**src/rtl/ooop_types.sv**
```systemverilog
// Shared out-of-order pipeline types: renamed packet layout, dispatch targets
// and the writeback wakeup match used by dispatch.
package ooop_types;

  localparam int N_PHYS_REGS = 64;
  localparam int PREG_W      = $clog2(N_PHYS_REGS);
  localparam int ROB_DEPTH   = 32;
  localparam int ROB_W       = $clog2(ROB_DEPTH);
  localparam int N_WB        = 2;

  typedef enum logic [1:0] {
    DISP_ALU,
    DISP_BRU,
    DISP_LSU
  } disp_tgt_e;

  typedef struct packed {
    logic              valid;
    logic [ROB_W-1:0]  rob_tag;
    logic [7:0]        uop;
    logic [PREG_W-1:0] prd;
    logic [PREG_W-1:0] prs1;
    logic              prs1_ready;
    logic [PREG_W-1:0] prs2;
    logic              prs2_ready;
    logic              is_load;
    logic              is_store;
    logic              is_branch;
    logic              is_jump;
  } rename_pkt_t;

  // p0 is hardwired zero and never produced by writeback, so it never wakes.
  function automatic logic wake_match(input logic [PREG_W-1:0]      preg,
                                      input logic [N_WB-1:0]        wb_valid,
                                      input logic [N_WB*PREG_W-1:0] wb_preg);
    logic hit;
    hit = 1'b0;
    for (int k = 0; k < N_WB; k++) begin
      if (wb_valid[k] && (wb_preg[k*PREG_W +: PREG_W] == preg) && (preg != '0)) begin
        hit = 1'b1;
      end
    end
    return hit;
  endfunction

endpackage

```
**src/rtl/dispatch_wakeup.sv**
```systemverilog
// Combinational operand wakeup: sets a source ready bit when any writeback port
// broadcasts its physical register. Ready bits are only ever raised.
module dispatch_wakeup
  import ooop_types::*;
#(
  parameter int N_WB = ooop_types::N_WB
) (
  input  rename_pkt_t              pkt_i,
  input  logic [N_WB-1:0]          wb_valid_i,
  input  logic [N_WB*PREG_W-1:0]   wb_preg_i,
  output rename_pkt_t              pkt_o
);

  always_comb begin
    pkt_o = pkt_i;
    if (wake_match(pkt_i.prs1, wb_valid_i, wb_preg_i)) begin
      pkt_o.prs1_ready = 1'b1;
    end
    if (wake_match(pkt_i.prs2, wb_valid_i, wb_preg_i)) begin
      pkt_o.prs2_ready = 1'b1;
    end
  end

endmodule

```
**src/rtl/dispatch.sv**
```systemverilog
// Dispatch stage: holds one renamed instruction, allocates it into the ROB and
// one issue queue in the same cycle, and keeps its source ready bits current.
module dispatch
  import ooop_types::*;
#(
  parameter  int N_PHYS_REGS = ooop_types::N_PHYS_REGS,
  parameter  int ROB_DEPTH   = ooop_types::ROB_DEPTH,
  parameter  int N_WB        = ooop_types::N_WB,
  localparam int REG_W       = $clog2(N_PHYS_REGS),
  localparam int TAG_W       = $clog2(ROB_DEPTH)
) (
  input  logic                   clk,
  input  logic                   rst,
  input  logic                   flush_i,
  input  logic                   recover_i,
  input  logic                   valid_in,
  output logic                   ready_out,
  input  rename_pkt_t            pkt_in,
  output logic                   rob_valid_o,
  input  logic                   rob_ready_i,
  output logic                   alu_valid_o,
  input  logic                   alu_ready_i,
  output logic                   bru_valid_o,
  input  logic                   bru_ready_i,
  output logic                   lsu_valid_o,
  input  logic                   lsu_ready_i,
  output rename_pkt_t            pkt_o,
  input  logic [N_WB-1:0]        wb_valid_i,
  input  logic [N_WB*REG_W-1:0]  wb_preg_i,
  output logic [31:0]            stall_cnt_o
);

  logic        hold_v_q, hold_v_d;
  rename_pkt_t hold_q, hold_d;
  logic [31:0] stall_cnt_q, stall_cnt_d;

  rename_pkt_t in_wk, held_wk;
  disp_tgt_e   tgt;
  logic        tgt_ready;
  logic        kill, out_fire, in_fire;

  dispatch_wakeup #(.N_WB(N_WB)) u_wake_in (
    .pkt_i      (pkt_in),
    .wb_valid_i (wb_valid_i),
    .wb_preg_i  (wb_preg_i),
    .pkt_o      (in_wk)
  );

  dispatch_wakeup #(.N_WB(N_WB)) u_wake_hold (
    .pkt_i      (hold_q),
    .wb_valid_i (wb_valid_i),
    .wb_preg_i  (wb_preg_i),
    .pkt_o      (held_wk)
  );

  always_comb begin
    tgt = DISP_ALU;
    if (hold_q.is_load || hold_q.is_store) begin
      tgt = DISP_LSU;
    end else if (hold_q.is_branch || hold_q.is_jump) begin
      tgt = DISP_BRU;
    end
  end

  always_comb begin
    case (tgt)
      DISP_LSU: tgt_ready = lsu_ready_i;
      DISP_BRU: tgt_ready = bru_ready_i;
      default:  tgt_ready = alu_ready_i;
    endcase
  end

  // Flush and recover both kill the held op: it is younger than any resolver.
  assign kill     = flush_i | recover_i;
  assign out_fire = hold_v_q & rob_ready_i & tgt_ready & ~kill;
  assign ready_out = ~rst & ~kill & (~hold_v_q | out_fire);
  assign in_fire  = valid_in & ready_out;

  assign rob_valid_o = out_fire;
  assign alu_valid_o = out_fire & (tgt == DISP_ALU);
  assign bru_valid_o = out_fire & (tgt == DISP_BRU);
  assign lsu_valid_o = out_fire & (tgt == DISP_LSU);
  assign stall_cnt_o = stall_cnt_q;

  always_comb begin
    pkt_o = '0;
    if (hold_v_q) begin
      pkt_o         = held_wk;
      pkt_o.rob_tag = TAG_W'(held_wk.rob_tag);
      pkt_o.valid   = 1'b1;
    end
  end

  always_comb begin
    hold_v_d    = hold_v_q;
    hold_d      = hold_q;
    stall_cnt_d = stall_cnt_q;
    if (kill) begin
      hold_v_d = 1'b0;
    end else if (in_fire) begin
      hold_v_d     = 1'b1;
      hold_d       = in_wk;
      hold_d.valid = 1'b1;
    end else if (out_fire) begin
      hold_v_d = 1'b0;
    end else if (hold_v_q) begin
      hold_d = held_wk;
    end
    if (hold_v_q && !out_fire && !kill) begin
      stall_cnt_d = stall_cnt_q + 32'd1;
    end
  end

  always_ff @(posedge clk or posedge rst) begin
    if (rst) begin
      hold_v_q    <= 1'b0;
      hold_q      <= '0;
      stall_cnt_q <= '0;
    end else begin
      hold_v_q    <= hold_v_d;
      hold_q      <= hold_d;
      stall_cnt_q <= stall_cnt_d;
    end
  end

endmodule

```
**config.mk**
```make
export PLATFORM = sky130hd
export DESIGN_NAME = dispatch
export DESIGN_NICKNAME = d
export VERILOG_FILES = /design/src/rtl/ooop_types.sv /design/src/rtl/dispatch_wakeup.sv /design/src/rtl/dispatch.sv
export SDC_FILE = /design/constraint.sdc
export NUM_CORES = 1
export LEC_CHECK = 0
export CAP_MARGIN = 15
export CORE_MARGIN = 2
export CORE_UTILIZATION = 31
export CTS_CLUSTER_SIZE = 25
export DETAILED_ROUTE_END_ITERATION = 16
export PLACE_DENSITY = 0.7
export SYNTH_ARGS = -nofsm -noshare
export SYNTH_HDL_FRONTEND = slang
export SYNTH_SLANG_ARGS = --single-unit
export TNS_END_PERCENT = 1
```
**constraint.sdc**
```tcl
create_clock -name clk -period 3.6 [get_ports clk]
set_input_delay 1.08 -clock clk [delete_from_list [all_inputs] [get_ports clk]]
set_output_delay 1.08 -clock clk [all_outputs]
set_load 0.01 [all_outputs]
```
==> results.json <==
{
  "post_synthesis_cell_type_count": 39,
  "io-pin-count": 136,
  "use_met2_pct": 26.31,
  "hold_ws_ps": 478.9,
  "dp_hpwl_mm": 8.053,
  "worst_slew_pin_slew_ps": 634.4,
  "dp.cells": 679,
  "leakage_nw": 2.641,
  "finalWirelength_mm": 10.42,
  "max_cap_violations": 0,
  "clock_path_buffers": 2,
  "worstSkewPairLatency_ps": 320,
  "setup.worst_path.start_class": "primary input",
  "finish.net_count": 581,
  "grt_pass1_wl_mm": 17.39,
  "power.share.clock_pct": 34.1,
  "setup-violations-final": 0,
  "drt_drc_violations_left": 0,
  "post-layout-total-power_w": 0.002337,
  "cell_area_synth_um2": 4025,
  "ant_nets": 0,
  "synth-seq-area-share_pct": 43.52,
  "timing.critical_path.arrival_ps": 2490,
  "post_route_cells_drive_above_1_share_pct": 22.65,
  "groute.usage.overall_pct": 15.45,
  "antenna-diode-count": 0,
  "r2r_slack_ps": 1390,
  "use_met3_pct": 2.907,
  "std_cell_rows": 41,
  "part_of_the_cycle_the_worst_path_needs_pct": 99.06,
  "grt_start_max_net_pins": 53,
  "globalplace.congestion": 0.8955,
  "portBuffers": 134,
  "worstHoldPathType": "reg2reg",
  "synth-edff-count": 0,
  "fin_worst_skew_ps": 6.188,
  "pins_over_slew_limit": 0,
  "antenna_found_initial": 0,
  "detailedRoute.firstPassIterationCount": 4,
  "predominant_post_synthesis_flop_cell": "dfrtp_1",
  "post_drt_wl_per_cell_um": 15.04,
  "critPathCaptureType": "primary output",
  "cellPowerDensity_nw_per_um2": 384.3,
  "intPower_w": 0.001717,
  "clock_sinks": 70,
  "synthCells": 346,
  "core_footprint_um2": 12670,
  "cts_hold_buf": 0,
  "floorplan.die.width_um": 118.0,
  "power.share.switching_pct": 26.55,
  "timing.critical_path.fanout_max": 4,
  "top_usage_layer": "met2",
  "type_of_the_worst_setup_path": "in2out",
  "synth_fp_nets": 408,
  "irDropWorstVdd_mv": 0.2005,
  "worst-endpoint-required_ps": 2520,
  "layout_common_cells": "clkdlybuf4s50_1, dfrtp_1, xnor2_1",
  "gr-total-overflow": 0,
  "post_drt_via_cell_ratio": 4.597,
  "layout.filler_cells": 1189,
  "first_iter_violations": 125,
  "stdcell_count": 693,
  "vias_in_the_first_global_route": 3384,
  "power.combinational.fraction_pct": 22.3,
  "unrepaired_setup_endpoints_after_global_routing": "true",
  "worst_setup_hold_path_clk_slew_ps": 50,
  "max_slew_margin_pct": 57.38,
  "initial_utilization_pct": 31.77,
  "postSynthAreaPerCell_um2": 11.63,
  "cts-buffers-inserted": 9,
  "hold_violations": 0,
  "root_buffer": "clkbuf_16",
  "detailroute.via_count": 3186,
  "h-tree-depth": 3,
  "yosys_warnings": 0,
  "layout-area-overhead-vs-synth_pct": 51.07,
  "result_of_the_run": "complete, no violations",
  "power.sequential.fraction_pct": 43.6,
  "clock.fmax_ghz": 0.2804,
  "tritoncts_clock_tree": "yes",
  "ys_ff_latch": 70,
  "met1_usage_in_global_routing_pct": 20.07,
  "dpl-instance-area_um2": 5779,
  "post_layout_min_period_ps": 3566,
  "die_area_um2": 13910,
  "p_sw_w": 0.0006203,
  "async_flop_share_pct": 100.0,
  "post_route_design_area_um2": 6081,
  "most_frequent_standard_cell_in_the_layout_excluding_fill_and_tap_cells": "clkdlybuf4s50_1",
  "die_h_um": 118.0
}
[critical path: stages]
cell and delay (ps):
clkdlybuf4s50_1 480, o21bai_4 140, o311ai_4 170, a2111oi_4 420, buf_2 210
[what timing repair did]
item                       in CTS  in global routing
pin swaps                       4                 12
cloned                          0                  0
buffers inserted                1                  0
gates resized for setup        32                 28
setup endpoints to repair       7                  6
hold endpoints to repair        0                  0
[final timing paths]
| check | cells after the start | to | startpoint |
|---|---|---|---|
| min | 1 | stall_cnt_o[31] | stall_cnt_o[31] |
| max | 5 | ready_out | lsu_ready_i |
| min reg2reg | 1 | stall_cnt_o[31] | stall_cnt_o[31] |
| max in group asynchronous | 3 | hold_q[13] | rst |
| max reg2reg | 6 | hold_q[13] | hold_q[0] |
| min in group asynchronous | 2 | hold_q[5] | rst |
[through the flow]
step / setup TNS [ps] / setup WS (ps) / utilization [%]
floorplan: 0 / 474.7 / -
global placement: -3070 / -731.2 / 45.61
detailed placement: -3280 / -785.4 / 45.61
CTS: -434.3 / -229.8 / 47.68
global route: -29.09 / -19.89 / 47.99
finish: 0 / 33.83 / 47.99
[state kept, by name (all words and copies together) (netlist names)]
register and cells:
hold_v_q 1, hold_q 37, stall_cnt_o 32
[power groups by stage]
stage / Combinational (W) / Sequential [W] / Clock [W]
6_report: 0.000521 / 0.00102 / 0.000796
5_1_grt: 0.000565 / 0.00104 / 0.000857
4_1_cts: 0.000516 / 0.00102 / 0.000820
3_5_place_dp: 0.000513 / 0.00103 / 0
3_3_place_gp: 0.000501 / 0.00102 / 0
2_1_floorplan: 0.000311 / 0.000988 / 0
[layout make-up]
class,instances,area (µm²),share of cell area [%]
multi-input cells,258,2186,35.95
well taps,172,215.2,3.539
clock inverters,2,10.01,0.1646
clock buffers,11,252.7,4.156
flip-flops and latches,70,1752,28.81
inverters,6,22.52,0.3704
repair buffers,174,1643,27.02
[routing by layer]
layer,part of all wire (%),up-vias
met4,0.92,0
li1,-,1540
met3,4.6,8
met2,49,100
met5,0,-
met1,46,1538
[logic make-up after synthesis]
| group | count (synthesis) | share of synthesized area, % |
|---|---|---|
| flops | 70 | 43.52 |
| compound gates | 15 | 3.948 |
| xor+xnor | 79 | 17.19 |
| buf+inv | 18 | 3.855 |
| simple gates | 128 | 18.12 |
| mux | 35 | 13.06 |
| fa+ha+maj | 1 | 0.3108 |
[Yosys cell counts (2+ instances only)]
library cell | instances | area share, %
o21a_1 | 2 | 0.37
clkbuf_1 | 4 | 0.37
nor3b_2 | 2 | 0.62
nand2_1 | 16 | 1.5
xnor2_1 | 47 | 10
dfrtp_1 | 70 | 44
nand3_1 | 12 | 1.5
buf_12 | 5 | 2.5
inv_1 | 6 | 0.56
or4_1 | 3 | 0.56
o21ai_0 | 2 | 0.25
nor4_1 | 9 | 1.4
nand4_1 | 19 | 3.0
and3_1 | 7 | 1.1
o32ai_1 | 2 | 0.44
buf_2 | 2 | 0.25
and2_1 | 34 | 5.3
nor3_1 | 4 | 0.50
mux2_4 | 35 | 13
xor2_1 | 32 | 7.0
nor2_1 | 15 | 1.4
Power figures use the tool's default switching activity.
